`src/rtl/imem_dmem_arbiter.sv`:
```
// Arbitrates the I-cache and D-cache memory-side ports onto one memory port.
// Data requests win unless instruction fetch has starved, and tagged returns go back to their owner.
module imem_dmem_arbiter #(
   parameter int STARVE_LIMIT = 4
) (
   input  logic        clock,
   input  logic        reset,
   input  logic [1:0]  proc2Imem_command,
   input  logic [63:0] proc2Imem_addr,
   input  logic [1:0]  proc2Dmem_command,
   input  logic [63:0] proc2Dmem_addr,
   input  logic [63:0] proc2Dmem_data,
   input  logic [3:0]  mem2proc_response,
   input  logic [63:0] mem2proc_data,
   input  logic [3:0]  mem2proc_tag,
   output logic [1:0]  proc2mem_command,
   output logic [63:0] proc2mem_addr,
   output logic [63:0] proc2mem_data,
   output logic [3:0]  Imem2proc_response,
   output logic [63:0] Imem2proc_data,
   output logic [3:0]  Imem2proc_tag,
   output logic [3:0]  Dmem2proc_response,
   output logic [63:0] Dmem2proc_data,
   output logic [3:0]  Dmem2proc_tag,
   output logic        stray_tag_err
);

   localparam logic [1:0] BUS_NONE = 2'd0;
   localparam logic [1:0] BUS_LOAD = 2'd1;
   localparam int         CW       = $clog2(STARVE_LIMIT + 1);
   localparam logic [CW-1:0] LIMIT = CW'(STARVE_LIMIT);

   logic [CW-1:0] starve_cnt;
   logic [15:0]   tag_valid;
   logic [15:0]   tag_owner;   // 0 = instruction side, 1 = data side

   logic i_req, d_req, grant_i, grant_d;
   logic record, ret_hit, ret_stray;

   assign i_req   = (proc2Imem_command != BUS_NONE);
   assign d_req   = (proc2Dmem_command != BUS_NONE);
   assign grant_i = i_req && (!d_req || starve_cnt == LIMIT);
   assign grant_d = d_req && !grant_i;

   // Only loads produce a return, so stores never occupy a table entry.
   assign record = (mem2proc_response != 4'd0) &&
                   ((grant_i && proc2Imem_command == BUS_LOAD) ||
                    (grant_d && proc2Dmem_command == BUS_LOAD));

   assign ret_hit   = (mem2proc_tag != 4'd0) &&  tag_valid[mem2proc_tag];
   assign ret_stray = (mem2proc_tag != 4'd0) && !tag_valid[mem2proc_tag];

   always_comb begin
      proc2mem_command   = BUS_NONE;
      proc2mem_addr      = 64'd0;
      proc2mem_data      = 64'd0;
      Imem2proc_response = 4'd0;
      Dmem2proc_response = 4'd0;
      Imem2proc_tag      = 4'd0;
      Imem2proc_data     = 64'd0;
      Dmem2proc_tag      = 4'd0;
      Dmem2proc_data     = 64'd0;
      if (!reset) begin
         if (grant_d) begin
            proc2mem_command   = proc2Dmem_command;
            proc2mem_addr      = proc2Dmem_addr;
            proc2mem_data      = proc2Dmem_data;
            Dmem2proc_response = mem2proc_response;
         end else if (grant_i) begin
            proc2mem_command   = proc2Imem_command;
            proc2mem_addr      = proc2Imem_addr;
            Imem2proc_response = mem2proc_response;
         end
         if (ret_hit) begin
            if (tag_owner[mem2proc_tag]) begin
               Dmem2proc_tag  = mem2proc_tag;
               Dmem2proc_data = mem2proc_data;
            end else begin
               Imem2proc_tag  = mem2proc_tag;
               Imem2proc_data = mem2proc_data;
            end
         end
      end
   end

   always_ff @(posedge clock) begin
      if (reset) begin
         starve_cnt    <= '0;
         tag_valid     <= '0;
         tag_owner     <= '0;
         stray_tag_err <= 1'b0;
      end else begin
         if (i_req && !grant_i)
            starve_cnt <= (starve_cnt == LIMIT) ? LIMIT : starve_cnt + CW'(1);
         else
            starve_cnt <= '0;
         if (ret_hit)
            tag_valid[mem2proc_tag] <= 1'b0;
         // Later assignment wins: a tag returned and re-accepted this cycle stays live.
         if (record) begin
            tag_valid[mem2proc_response] <= 1'b1;
            tag_owner[mem2proc_response] <= grant_d;
         end
         if (ret_stray)
            stray_tag_err <= 1'b1;
      end
   end

endmodule

```
`config.mk`:
```
export PLATFORM = sky130hd
export DESIGN_NAME = imem_dmem_arbiter
export DESIGN_NICKNAME = d
export VERILOG_FILES = /design/src/rtl/imem_dmem_arbiter.sv
export SDC_FILE = /design/constraint.sdc
export NUM_CORES = 1
export LEC_CHECK = 0
export ABC_AREA = 1
export CORE_AREA = 2 2 211 213
export DETAILED_ROUTE_END_ITERATION = 8
export DIE_AREA = 0 0 213 215
export HOLD_SLACK_MARGIN = 0.15
export PLACE_DENSITY = 0.4
export SYNTH_ARGS = -nofsm -noshare
export SYNTH_HDL_FRONTEND = slang
export SYNTH_SLANG_ARGS = --single-unit
```
`constraint.sdc`:
```
create_clock -name clock -period 2 [get_ports clock]
set_input_delay 0.4 -clock clock [delete_from_list [all_inputs] [get_ports clock]]
set_output_delay 0.4 -clock clock [all_outputs]
set_load 0.05 [all_outputs]
```
* Word-level counts from Yosys, hierarchy flattened
Cells that the tools add are included.
** Operators by class
- Add/subtract/negate cells :: 1
- $lt $le $gt $ge :: 4
- Equal/unequal tests :: 3
- Muxes and demuxes :: 38
- Bitwise gates (word level) :: 4
- Reductions and logical operators :: 21
** Operators by type and width (count)
- $mux W64 :: 11
- $mux W16 :: 3
- $mux W4 :: 11
- $and A16 B16 Y16 :: 1
- $bwmux W16 :: 1
- $not A16 Y16 :: 1
- $or A16 B16 Y16 :: 1
- $logic_and A1 B1 Y1 :: 10
- $lt A4 B5 Y1 const B :: 2
- $bmux W1 S4 :: 2
- $demux W1 S4 :: 2
- $ge A4 B1 Y1 const B :: 2
- $reduce_bool A4 Y1 :: 2
- $mux W2 :: 3
- $eq A2 B1 Y1 const B :: 2
- $mux W1 :: 4
- $reduce_bool A2 Y1 :: 2
- $add A3 B1 Y3 const B :: 1
- $eq A3 B3 Y1 const B :: 1
- $logic_not A1 Y1 :: 3
- $mux W3 :: 1
- $reduce_or A3 Y1 :: 1
- $logic_or A1 B1 Y1 :: 2
- $reduce_or A2 Y1 :: 1
- $not A1 Y1 :: 1
** Storage, ports and cells
- Bits in registers :: 36
- Input port bits :: 270
- Output and inout port bits :: 275
- Word-level logic and storage cells :: 76

* Longest topological paths before layout
- Word-level depth :: 10
- Mapped depth :: 13
- Mapped depth without buffers :: 11

* Worst setup path before layout
No wires, ideal clock.
- Path kind :: input port to output port
- Start :: input mem2proc_tag[0]
- End :: output Dmem2proc_data[10]
- Data arrival time :: 2.131 ns
- Required time :: 1.600 ns
- Path slack :: -0.531 ns
- Stages :: 13
- Path buffers :: 2
- Cells stage by stage :: inv_2 -> buf_2 -> nand2_1 -> nand2_1 -> nand2_1 -> nand2_1 -> nand2_1 -> nand2_1 -> inv_1 -> nand2_4 -> nand3_2 -> buf_2 -> nor2_1
** Between the ends
- Cells in the longest elaborated chain, start to end :: 5
- Elaborated cells on any way between the ends :: 9
- Classes of those cells :: mux (7); reduce/logical (2)
** RTL lines
- start: declaration :: RTL line 15 : input logic [3:0] mem2proc_tag,
- $bmux W1 S4 (on tied branches) :: RTL line 75, 50
- $mux W1 (on tied branches) :: RTL line 75, 50
- $mux W64 or $logic_and A1 B1 Y1 (tied branches) :: RTL line 75, 50
- $mux W64 (*) :: RTL line 74 : if (ret_hit) begin
- $mux W64 (*) :: RTL line 63 : if (!reset) begin
- end: declaration :: RTL line 23 : output logic [63:0] Dmem2proc_data,
Every way passes the cells marked *; elsewhere a longest branch is shown, timed or not. The select of a mux whose other input is x is not followed.

* Final worst setup path
- Start :: input mem2proc_tag[0]
- End :: output Imem2proc_data[62]
** Between the ends
- Cells in the longest elaborated chain, start to end :: 5
- Elaborated cells on any way between the ends :: 9
- Classes of those cells :: mux (7); reduce/logical (2)
** RTL lines
- $bmux W1 S4 (on tied branches) :: RTL line 75, 50
- $mux W1 (on tied branches) :: RTL line 75, 50
- $mux W64 or $logic_and A1 B1 Y1 (tied branches) :: RTL line 75, 50
- $mux W64 (*) :: RTL line 74
- $mux W64 (*) :: RTL line 63
- end: declaration :: RTL line 20 : output logic [63:0] Imem2proc_data,
Marks and branches as above.

==> run metrics <==
TritonCTS clock tree=built; RePlAce Congestion=0.866; number of antenna violations at the first check in global routing=13; DRC errors left=0; fraction of the yosys area taken by sequential cells=17.0%; adder-cell share of the synthesized area=0.590%; global routing usage on met3=5.23%; compound-gate portion of the synthesized area=17.3%; Die Area=0.0458 mm²; Most Crowded Layer GR=met2; clock tree sinks=36; Post-Synthesis Cells=854; met2 Use GR=34.1%; detail-routed via count per cell=3.92; number of nets produced by synthesis=1,126; share of synthesized area spent on multiplexers=0%; Syn Area/Cell=4.97 µm²; maximum level of the CTS H-tree=2; number of I/O port buffers=544; cell area after technology mapping=0.00424 mm²; Final Slew Violations=0; critical path launch point type=input pin; final-report setup violation count=274; utilization after layout=41.3%; CP Capture Type=primary output; critical path class=in2out; met1 demand-to-capacity share in global routing=19.3%; width of the die=213 µm; layout-stage area growth over the synthesis result=324%; power consumption=4.99 mW; number of nets still failing antenna checks after routing=0; overall die height=215 µm; Final WS setup=-0.482 ns; Placed Cells incl. Taps=2,004; share of the cycle needed by the critical path after routing=124%; count of flip-flops with a built-in enable after synthesis=0; CP max FO=8; first-pass GRT wire length=59,900 µm; worst slack at placement=-0.935 ns; proportion of register bits with asynchronous set or reset after synthesis=0%; Starting DRT DRC Count=282; class of the tightest hold or removal check=reg2reg; maximum vdd drop=363 µV; tightest slew margin relative to the limit=75.6%; deepest clock path buffer count=2; final-layout setup total negative slack=-104.71 ns; count of cell types in the netlist=23; total of max-cap violations=0; synthesized-area fraction occupied by and/or/nand/nor cells=49.5%; largest net degree at the start of global routing=43; largest family of logic cells by synthesized area=simple AND/OR/NAND/NOR gates; internal power of the cells=2.92 mW; timing-limited maximum frequency=403 MHz; Std-Cell Core Area=0.0436 mm²; count of warnings emitted by yosys=0; number of buffers created by CTS=5; Synth Register Bits=36; number of rows in the core area=77; Reg clk slew, reported paths=0.06 ns; total net switching power=2.08 mW; arrival time of data at the critical path endpoint=2.08 ns; wirelength, routed=42,000 µm; transition at the pin with the smallest max-transition slack=0.365 ns; endpoint required time on the critical path=1.60 ns; xor/xnor cell area share of the yosys netlist=0.206%; Worst Skew=0.00519 ns; min cycle time layout=2.48 ns; power density over the cells=277 mW/mm²; outcome=finished, violations left; worst skew pair latency=0.29 ns; Net Sw Frac=41.6%; portion of total power attributed to sequential cells=14.7%; part of the total power dissipated in the clock network=15.4%; proportion of layout cells with a drive suffix above 1=55.5%; Fin. Hold Viols=0; buffer type at the clock tree root=clkbuf_16; prevailing post-synth register cell=dfxtp_1; RSZ-0062 raised after global routing=true; number of nets in the finished design=1,762; violations in the final reports=setup timing; post-detailed-route wirelength per cell=20.1 µm; iteration count of the initial detailed-routing pass=4; number of global-route vias before repair=8,545; Comb pwr share=69.8%; Congestion Overflow GR=0; starting density of the core=9.72%; number of placed I/O pins=545; Final HPWL DP=32,800 µm; Finished Layout Cells=2,088; DR vias=8,176; Pleak=6.73 nW; Global Route Usage Sum=17.8%
[cell usage after synthesis (2+ instances only)]
master | count | share of area, %
nor2_1 | 308 | 27
nand2_1 | 182 | 16
inv_1 | 101 | 8.9
a22oi_1 | 64 | 11
dfxtp_1 | 36 | 17
clkbuf_1 | 35 | 3.1
a21oi_1 | 32 | 3.8
nand3_1 | 22 | 2.6
buf_2 | 20 | 2.4
o21ai_0 | 19 | 2.2
nand4_1 | 11 | 1.6
buf_1 | 7 | 0.62
nor3_1 | 4 | 0.47
inv_2 | 3 | 0.27
ha_1 | 2 | 0.59
[sequential cells by signal, indices dropped and copies added, names as in the netlist]
register,cells
stray_tag_err,1
tag_valid,16
tag_owner,16
starve_cnt,3
[worst max-delay path, stage by stage]
cell	delay, ns
buf_12	0.10
buf_12	0.15
clkinv_8	0.08
nand2_1	0.06
nand2_1	0.05
nand2_1	0.05
nand2_1	0.06
nand2_1	0.07
nand2_2	0.06
buf_4	0.14
nor2_4	0.12
nand3_4	0.10
buf_12	0.17
buf_16	0.17
nor2_4	0.12
buf_12	0.14
[power groups by stage]
stage / sequential (mW) / combinational (mW) / clock [mW]
after floorplan: 0.753 / 1.37 / 0
after global placement: 0.751 / 2.98 / 0
after detailed placement: 0.751 / 2.98 / 0
after CTS: 0.736 / 3.49 / 0.791
after global routing: 0.737 / 3.64 / 0.825
final: 0.736 / 3.49 / 0.770
[routing by layer]
| metal | vias up | wire, µm |
|---|---|---|
| li1 | 3964 | - |
| met1 | 3904 | 15200 |
| met2 | 254 | 22800 |
| met3 | 38 | 3290 |
| met4 | 16 | 641 |
| met5 | - | 111 |
[cell families after synthesis]
logic type | Yosys count
fa+ha+maj | 2
simple gates | 533
xor+xnor | 1
compound gates | 115
flops | 36
buf+inv | 167
[placed cells by master (no fill, tap or decap), types with 2 or more instances in the layout]
cell and instances:
buf_12 316, nor2_4 271, clkdlybuf4s50_1 260, nand2_1 162
inv_1 93, a22oi_2 64, buf_4 53, nor2_1 35
dfxtp_1 34, a21oi_1 30, buf_16 23, nand2_2 15
nand3_1 15, o21ai_0 15, buf_6 14, buf_8 13
nand4_1 11, nand3_4 9, inv_2 8, clkbuf_16 7
nand2_4 6, diode_2 5, nor3_4 4, dlygate4sd2_1 4
clkinv_2 3, nor2_2 3, o21ai_2 2, clkinv_4 2
nand2_8 2, dfxtp_2 2
[worst paths after layout]
path                            cells after the start  slack [ns]                 end            start
worst max-delay path                               16       -0.48  Imem2proc_data[62]  mem2proc_tag[0]
worst min-delay path                                2        0.43        tag_valid[0]     tag_valid[0]
worst max register to register                     12        0.08       tag_owner[15]    starve_cnt[1]
worst min register to register                      2        0.43        tag_valid[0]     tag_valid[0]
[cell type report]
class | instances | area, µm²
antenna | 5 | 12.5
clock buffer | 5 | 125
clock inverter | 3 | 18.8
fill | 4248 | 25600
inverter | 105 | 415
multi-input combinational | 652 | 5520
sequential | 36 | 723
tap | 592 | 741
timing repair buffer | 689 | 10400
timing repair inverter | 1 | 16.3
[through the flow]
step                hold slack (ns)  instance area [µm²]
detailed placement            0.424                15500
CTS                           0.435                17900
global route                  0.456                18000
floorplan                     0.403                 6110
global placement              0.426                15500
finish                        0.432                18000
[timing repair]
action | CTS | global route
pin swaps | 65 | 71
gates resized for setup | 305 | 43
gates cloned | 27 | 2
setup endpoints to repair | 274 | 274
buffers inserted | 38 | 20
hold buffers | 0 | 0
Power figures use the tool's default switching activity.
